**src/rtl/start_delay_gen.sv**
```systemverilog
`timescale 1ns/1ps
// ---------------------------------------------------------------------------
// start_delay_gen
//
// Pseudo-random start-stimulus generator for the reaction-timer datapath.
// After a rising edge on arm it waits (MIN_TICKS + lfsr) delay ticks of
// TICK_DIV clocks each, then raises start and holds it until clr. A clr
// during the wait is a false start: the round aborts without start ever
// rising and the sticky false_start flag is set.
//
// Handshake: arm is a level request, and only its rising edge starts a
// round. clr is a single-cycle or level acknowledge. It ends the round in
// WAIT or FIRE and is ignored in IDLE. start stays high from the firing edge
// until the edge that samples clr in FIRE.
//
// Ports
//   clk          in   system clock, rising edge
//   ar           in   asynchronous reset, active-high
//   arm          in   round request (level, synchronous)
//   clr          in   round clear / player press (synchronous)
//   start        out  stimulus to counter FSM (registered)
//   busy         out  high whenever the FSM is not IDLE
//   false_start  out  sticky: clr arrived during WAIT
//   lfsr_q       out  current 8-bit LFSR value (debug)
// ---------------------------------------------------------------------------
module start_delay_gen #(
  parameter int TICK_DIV  = 10000,
  parameter int MIN_TICKS = 250
) (
  input  logic       clk,
  input  logic       ar,
  input  logic       arm,
  input  logic       clr,
  output logic       start,
  output logic       busy,
  output logic       false_start,
  output logic [7:0] lfsr_q
);

  typedef enum logic [1:0] {
    S_IDLE = 2'd0,
    S_WAIT = 2'd1,
    S_FIRE = 2'd2
  } state_t;

  // Prescaler wrap value held in 16 bits, so TICK_DIV = 65536 still fits.
  localparam logic [15:0] PS_LAST    = 16'(TICK_DIV - 1);
  localparam logic [8:0]  MIN_TICKS9 = 9'(MIN_TICKS);

  state_t      state_q;
  logic        arm_q;
  logic [8:0]  dly_q;
  logic [15:0] ps_q;

  logic [7:0]  lfsr_d;
  logic [8:0]  dly_d;
  logic        arm_rise;

  // Fibonacci taps 8,6,5,4: maximal length, so a nonzero seed never
  // reaches zero.
  assign lfsr_d   = {lfsr_q[6:0], lfsr_q[7] ^ lfsr_q[5] ^ lfsr_q[4] ^ lfsr_q[3]};
  // The delay uses the value before this edge's shift. The 9-bit sum cannot
  // overflow.
  assign dly_d    = MIN_TICKS9 + {1'b0, lfsr_q};
  assign arm_rise = arm & ~arm_q;
  assign busy     = (state_q != S_IDLE);

  always_ff @(posedge clk or posedge ar) begin
    if (ar) begin
      state_q     <= S_IDLE;
      arm_q       <= 1'b0;
      dly_q       <= '0;
      ps_q        <= '0;
      lfsr_q      <= 8'h01;
      start       <= 1'b0;
      false_start <= 1'b0;
    end else begin
      lfsr_q <= lfsr_d;
      arm_q  <= arm;
      case (state_q)
        S_IDLE: begin
          // clr is deliberately ignored here, even on the accept edge.
          if (arm_rise) begin
            dly_q       <= dly_d;
            ps_q        <= '0;
            false_start <= 1'b0;
            state_q     <= S_WAIT;
          end
        end
        S_WAIT: begin
          // A press beats a coincident final tick, so start never pulses.
          if (clr) begin
            false_start <= 1'b1;
            state_q     <= S_IDLE;
          end else if (ps_q == PS_LAST) begin
            ps_q  <= '0;
            dly_q <= dly_q - 9'd1;
            if (dly_q == 9'd1) begin
              start   <= 1'b1;
              state_q <= S_FIRE;
            end
          end else begin
            ps_q <= ps_q + 16'd1;
          end
        end
        S_FIRE: begin
          if (clr) begin
            start   <= 1'b0;
            state_q <= S_IDLE;
          end
        end
        default: begin
          start   <= 1'b0;
          state_q <= S_IDLE;
        end
      endcase
    end
  end

endmodule

```
**config.mk**
```make
export PLATFORM = sky130hd
export DESIGN_NAME = start_delay_gen
export DESIGN_NICKNAME = d
export VERILOG_FILES = /design/src/rtl/start_delay_gen.sv
export SDC_FILE = /design/constraint.sdc
export NUM_CORES = 1
export LEC_CHECK = 0
export BUFFER_PORTS_ARGS = -buffer_cell sky130_fd_sc_hd__buf_2
export CORE_UTILIZATION = 50
export DETAILED_ROUTE_END_ITERATION = 8
export PLACE_DENSITY = 0.71
export SLEW_MARGIN = 10
export SYNTH_ARGS = -nofsm -noshare
export SYNTH_HDL_FRONTEND = slang
export SYNTH_SLANG_ARGS = --single-unit
```
**constraint.sdc**
```tcl
create_clock -name clk -period 1.9 [get_ports clk]
set_input_delay 0.19 -clock clk [delete_from_list [all_inputs] [get_ports clk]]
set_output_delay 0.19 -clock clk [all_outputs]
set_load 0.005 [all_outputs]
```
# Word level (Yosys, flattened, before mapping)
# Index checks and enable logic that the tools add are counted.
dict set report word_totals {
  reg_bits 38
  in_bits 4
  elab_cells 58
}
dict set report op_classes {
  n_bitwise 6
  n_addsub 3
  eq_ne 12
  n_mux 22
  reduce_logical 8
}
# cell n
set op_table {}
lappend op_table {{$mux W16} 3}
lappend op_table {{$pmux W16 S2} 1}
lappend op_table {{$mux W9} 3}
lappend op_table {{$pmux W9 S2} 1}
lappend op_table {{$add A16 B1 Y16 const B} 1}
lappend op_table {{$eq A16 B14 Y1 const B} 1}
lappend op_table {{$ne A2 B2 Y1 const B} 6}
lappend op_table {{$mux W2} 5}
lappend op_table {{$add A8 B8 Y9 const A} 1}
lappend op_table {{$eq A9 B1 Y1 const B} 1}
lappend op_table {{$sub A9 B1 Y9 const B} 1}
lappend op_table {{$reduce_and A4 Y1} 2}
lappend op_table {{$mux W1} 6}
lappend op_table {{$ne A3 B3 Y1 const B} 2}
lappend op_table {{$pmux W2 S3} 1}
lappend op_table {{$reduce_and A3 Y1} 2}
lappend op_table {{$reduce_and A5 Y1} 1}
lappend op_table {{$reduce_bool A2 Y1} 2}
lappend op_table {{$pmux W1 S3} 1}
lappend op_table {{$xor A1 B1 Y1} 3}
lappend op_table {{$eq A2 B1 Y1 const B} 1}
lappend op_table {{$eq A2 B2 Y1 const B} 1}
lappend op_table {{$logic_not A2 Y1} 1}
lappend op_table {{$not A1 Y1} 2}
lappend op_table {{2 further kinds} 2}

# Logic depth before layout (Yosys ltp)
dict set report logic_depth {
  word_depth 5
  depth_mapped 7
  depth_no_buf 6
}

# Worst setup path after synthesis
# Ideal clock, no wire load.
dict set report synth_timing {
  path_kind {reg2reg}
  startpoint {register ps_q[0]}
  endpoint {register dly_q[8]}
  required_time_ps 1778
  slack_ps 6
  arrival_ps 1773
  path_buffers 1
  stages_incl_launch_ff 7
  setup_time_ps 122
  cell_sequence {dfrtp_1 -> ha_1 -> and4_1 -> clkbuf_1 -> nand4_1 -> or4_1 -> a32o_1}
}
dict set report synth_via {
  elab_chain_cells 3
}
# element line
set synth_lines {}
lappend synth_lines {{start: declaration} 53} ;# logic [15:0] ps_q;
lappend synth_lines {{start signal: assignment} 103} ;# ps_q <= ps_q + 16'd1;
lappend synth_lines {{$eq A16 B14 Y1} 95} ;# end else if (ps_q == PS_LAST) begin
lappend synth_lines {{$ne A2 B2 Y1 (no source line)} --}
lappend synth_lines {{$reduce_and A4 Y1 (no source line)} --}
lappend synth_lines {{end signal: assignment} 84} ;# dly_q <= dly_d;
lappend synth_lines {{end signal: assignment} 97} ;# dly_q <= dly_q - 9'd1;
lappend synth_lines {{end: declaration} 52} ;# logic [8:0] dly_q;
# Every way passes these cells.
# A chain may end at the register's enable or synchronous reset.

# Final worst setup path
dict set report layout_timing {
  startpoint {register state_q[1]}
  endpoint {register ps_q[12]}
}
dict set report layout_via {
  elab_chain_cells 3
  word_cells_on_any_way 7
  classes_between {eq/ne: 3; mux: 1; reduce/logical: 3}
}
# element line
set layout_lines {}
lappend layout_lines {{start: declaration} 50} ;# state_t state_q;
lappend layout_lines {{start signal: assignment} 70} ;# state_q <= S_IDLE;
lappend layout_lines {{start signal: assignment} 87} ;# state_q <= S_WAIT;
lappend layout_lines {{start signal: assignment} 94} ;# state_q <= S_IDLE;
lappend layout_lines {{$eq A2 B1 Y1 / $logic_not A2 Y1 (equally long branches)} 80} ;# case (state_q)
lappend layout_lines {{$ne A2 B2 Y1 (no source line) / $reduce_bool A2 Y1 (equally long branches)} --}
lappend layout_lines {{$reduce_and A3 Y1 (no source line)} --}
# Several ways; a longest one is shown, not always the timed one.

==> run_results.csv <==
group,metric,value,unit
layout,layout-drive-gt1-share,26.83,%
yosys,synth.distinct_cells,55,
timing,min_period_over_period,94.91,%
placement,post-dp-hpwl,3.345,mm
timing,fin_setup_tns,0,ns
global_routing,grt_pass1_vias,1727,
floorplanning,die_w,67.68,um
routing,via_count,1830,
timing,fin_worst_skew,0.01034,ns
worst_setup_path,cp-start-kind,"register",
worst_setup_path,criticalPathCategory,"reg -> reg",
layout,finish.instance_area,0.002531,mm^2
worst_setup_path,crit_chain,"nor4b_4, nor2_2, buf_4, or4_4, a21oi_2",
floorplanning,initial_core_util,53.16,%
clocking,clock_sinks,38,
yosys,synth_top_flop_cell,"dfrtp_1",
global_routing,antenna_found_initial,0,
global_routing,grt_use_total,23.27,%
routing,wl_per_cell,16.04,um
floorplanning,die_area,0.004581,mm^2
floorplanning,core,0.004058,mm^2
routing,route.detailed.drc,0,
worst_setup_path,r2r_start,"state_q[1]$_DFFE_PP0P_",
routing,vias_per_cell,6.182,
layout,fillers,329,
flow_run,cap_violations,0,
worst_hold_path,min-delay-start,"arm",
worst_setup_path,critPathMaxFanout,7,
timing,relSlewSlack,60.68,%
global_routing,grt_pass1_wl,7.817,mm
yosys,async_reset_ff_share,100.0,%
worst_setup_path,required,2.12,ns
power_and_ir_drop,ir_worst_vdd,0.0003884,V
yosys,syn-mean-instance-area,10.03,um^2
yosys,ys_ff_latch,38,
worst_setup_path,max_stage_delay,0.51,ns
layout,final-seq-area,953.4,um^2
timing,finalCriticalPeriod,1.803,ns
clocking,numCtsBuffers,5,
clocking,htreeDepth,2,
layout,diodes,0,
clocking,root_buffer,"clkbuf_8",
yosys,synth_cells,215,
floorplanning,die-height,67.68,um
worst_hold_path,hold_depth,1,
routing,drt_pass1_iterations,4,
yosys,ys_seq_area_share,44.14,%
yosys,syn-cell-area,0.002157,mm^2
layout,multi_input_area,0.001096,mm^2
timing,setup_viol,0,
global_routing,grt_max_degree,26,
worst_setup_path,cp-end-kind,"register",
timing,max_freq,554.5,MHz
placement,gp_congestion,0.9272,
layout,syn_to_final_growth,17.34,%
global_routing,grt_overflow,0,
worst_hold_path,hold_class,"in -> reg",
outcome,status,"completed",
routing,drtIter0Drc,110,
routing,drt-total-wl,4.749,mm
floorplanning,num_rows,23,
worst_setup_path,arrival,2.03,ns
worst_hold_path,min_to,"arm_q$_DFF_PP0_",
clocking,clock_latency,0.30,ns
layout,layout.nets,253,
clocking,clk_pin_slew,0.08,ns
clocking,postCtsSetupBuffers,0,
worst_setup_path,reg2regPathDepth,5,
placement,io_buffers,14,
yosys,synth_edf_count,0,
worst_setup_path,crit_family,"simple AND/OR/NAND/NOR gates",
timing,fin_hold_ws,0.03240,ns
worst_setup_path,crit_buf_inv,1,
clocking,cts_tree,"yes",
routing,ant_nets,0,
power_and_ir_drop,power.density,779.9,mW/mm^2
layout,final_common_cell,"dfrtp_1",
timing,drv_slew,0,
layout,final_cell_mix,"36 x dfrtp_1, 24 x buf_4, 17 x nor2_1, 14 x buf_2",
yosys,syn_nets,223,
timing,worst_pin_slew,0.5892,ns
worst_setup_path,reg2reg_to,"ps_q[12]$_DFFE_PP0P_",
yosys,synth_warnings,0,
timing,hold_violations,0,
worst_setup_path,rrSetupSlack,0.1,ns
power_and_ir_drop,power_leakage,0.001121,uW
power_and_ir_drop,fin_total_pwr,1974,uW
placement,place_area,0.002386,mm^2
floorplanning,ioPinCount,15,
clocking,clk_path_buf_depth,2,
worst_setup_path,critical_path.slowest_cell,"or4_4",
routing by layer:
metal	track usage, %	vias to the layer above	share of wire [%]
li1	-	871	-
met1	30.00	915	47
met2	38.24	37	48
met3	4.223	7	3.8
met4	9.043	0	1.6
met5	0	-	0
metrics by stage:
| step | util (%) | instances | worst slack (ns) |
|---|---|---|---|
| floorplan | - | 215 | 0.005788 |
| global placement | 58.80 | 287 | 0.1153 |
| detailed placement | 58.80 | 287 | 0.05359 |
| CTS | 61.73 | 296 | 0.04113 |
| global route | 62.38 | 296 | -0.005685 |
| finish | 62.38 | 296 | 0.09672 |
cells by family after synthesis:
kind of cell,share of synthesized area [%]
buffers and inverters,6.032
AND/OR/NAND/NOR,23.55
XOR/XNOR,6.090
adder cells (fa/ha/maj),2.320
AO/OA/AOI/OAI,16.42
flip-flops,44.14
multiplexers,1.450
sequential cells by signal, indices dropped and copies added (netlist names):
register,flops
lfsr_q,8
state_q,2
ps_q,16
start,1
false_start,1
dly_q,9
arm_q,1
cells in the mapped netlist, types with 2 or more instances:
master	number	area [um^2]
dfrtp_1	37	925.9
nor2_1	17	63.81
a21oi_1	11	55.05
xor2_1	11	96.34
nand2_1	9	33.78
nand3_1	8	40.04
nand4_1	8	50.05
buf_4	7	52.55
o21ai_0	7	35.03
and4_1	6	52.55
clkbuf_1	6	22.52
o31ai_1	6	45.04
inv_1	5	18.77
nor3_1	5	25.02
or4_1	5	37.54
ha_1	4	50.05
o2111ai_1	4	35.03
o211ai_1	4	30.03
xnor2_1	4	35.03
a32o_1	3	30.03
or3_1	3	18.77
a21oi_2	2	17.52
a22oi_1	2	15.01
and3_1	2	12.51
buf_2	2	10.01
buf_6	2	22.52
mux2i_1	2	20.02
nand2b_1	2	12.51
nor4_1	2	12.51
nor4b_1	2	17.52
nor4bb_1	2	20.02
or4_4	2	22.52
power breakdown:
| group | internal (uW) | switching, uW | total [uW] |
|---|---|---|---|
| sequential | 876 | 68.4 | 945 |
| clock | 386 | 294 | 680 |
| combinational | 164 | 185 | 349 |
| total | 1430 | 547 | 1970 |
layout make-up:
type	instances	area share, %
multi-input cells	154	43.30
flip-flops and latches	38	37.67
repair buffers	41	11.52
clock buffers	5	2.719
well taps	50	2.472
clock inverters	3	1.582
inverters	5	0.7415
worst max-delay path by stage:
stage / depth (start not counted) / start / end
after floorplan: 6 / ps_q[0]$_DFFE_PP0P_ / dly_q[8]$_DFFE_PP0P_
after global placement: 4 / ps_q[12]$_DFFE_PP0P_ / dly_q[8]$_DFFE_PP0P_
after detailed placement: 6 / ps_q[1]$_DFFE_PP0P_ / dly_q[6]$_DFFE_PP0P_
after CTS: 6 / ps_q[1]$_DFFE_PP0P_ / dly_q[6]$_DFFE_PP0P_
after global routing: 5 / state_q[1]$_DFFE_PP0P_ / ps_q[13]$_DFFE_PP0P_
final: 5 / state_q[1]$_DFFE_PP0P_ / ps_q[12]$_DFFE_PP0P_
what timing repair did:
item	in CTS	in global routing
hold buffers	1	0
hold endpoints to repair	13	0
setup endpoints to repair	0	11
gates resized for setup	0	8
Note: power is estimated with default switching activity, not from simulation.
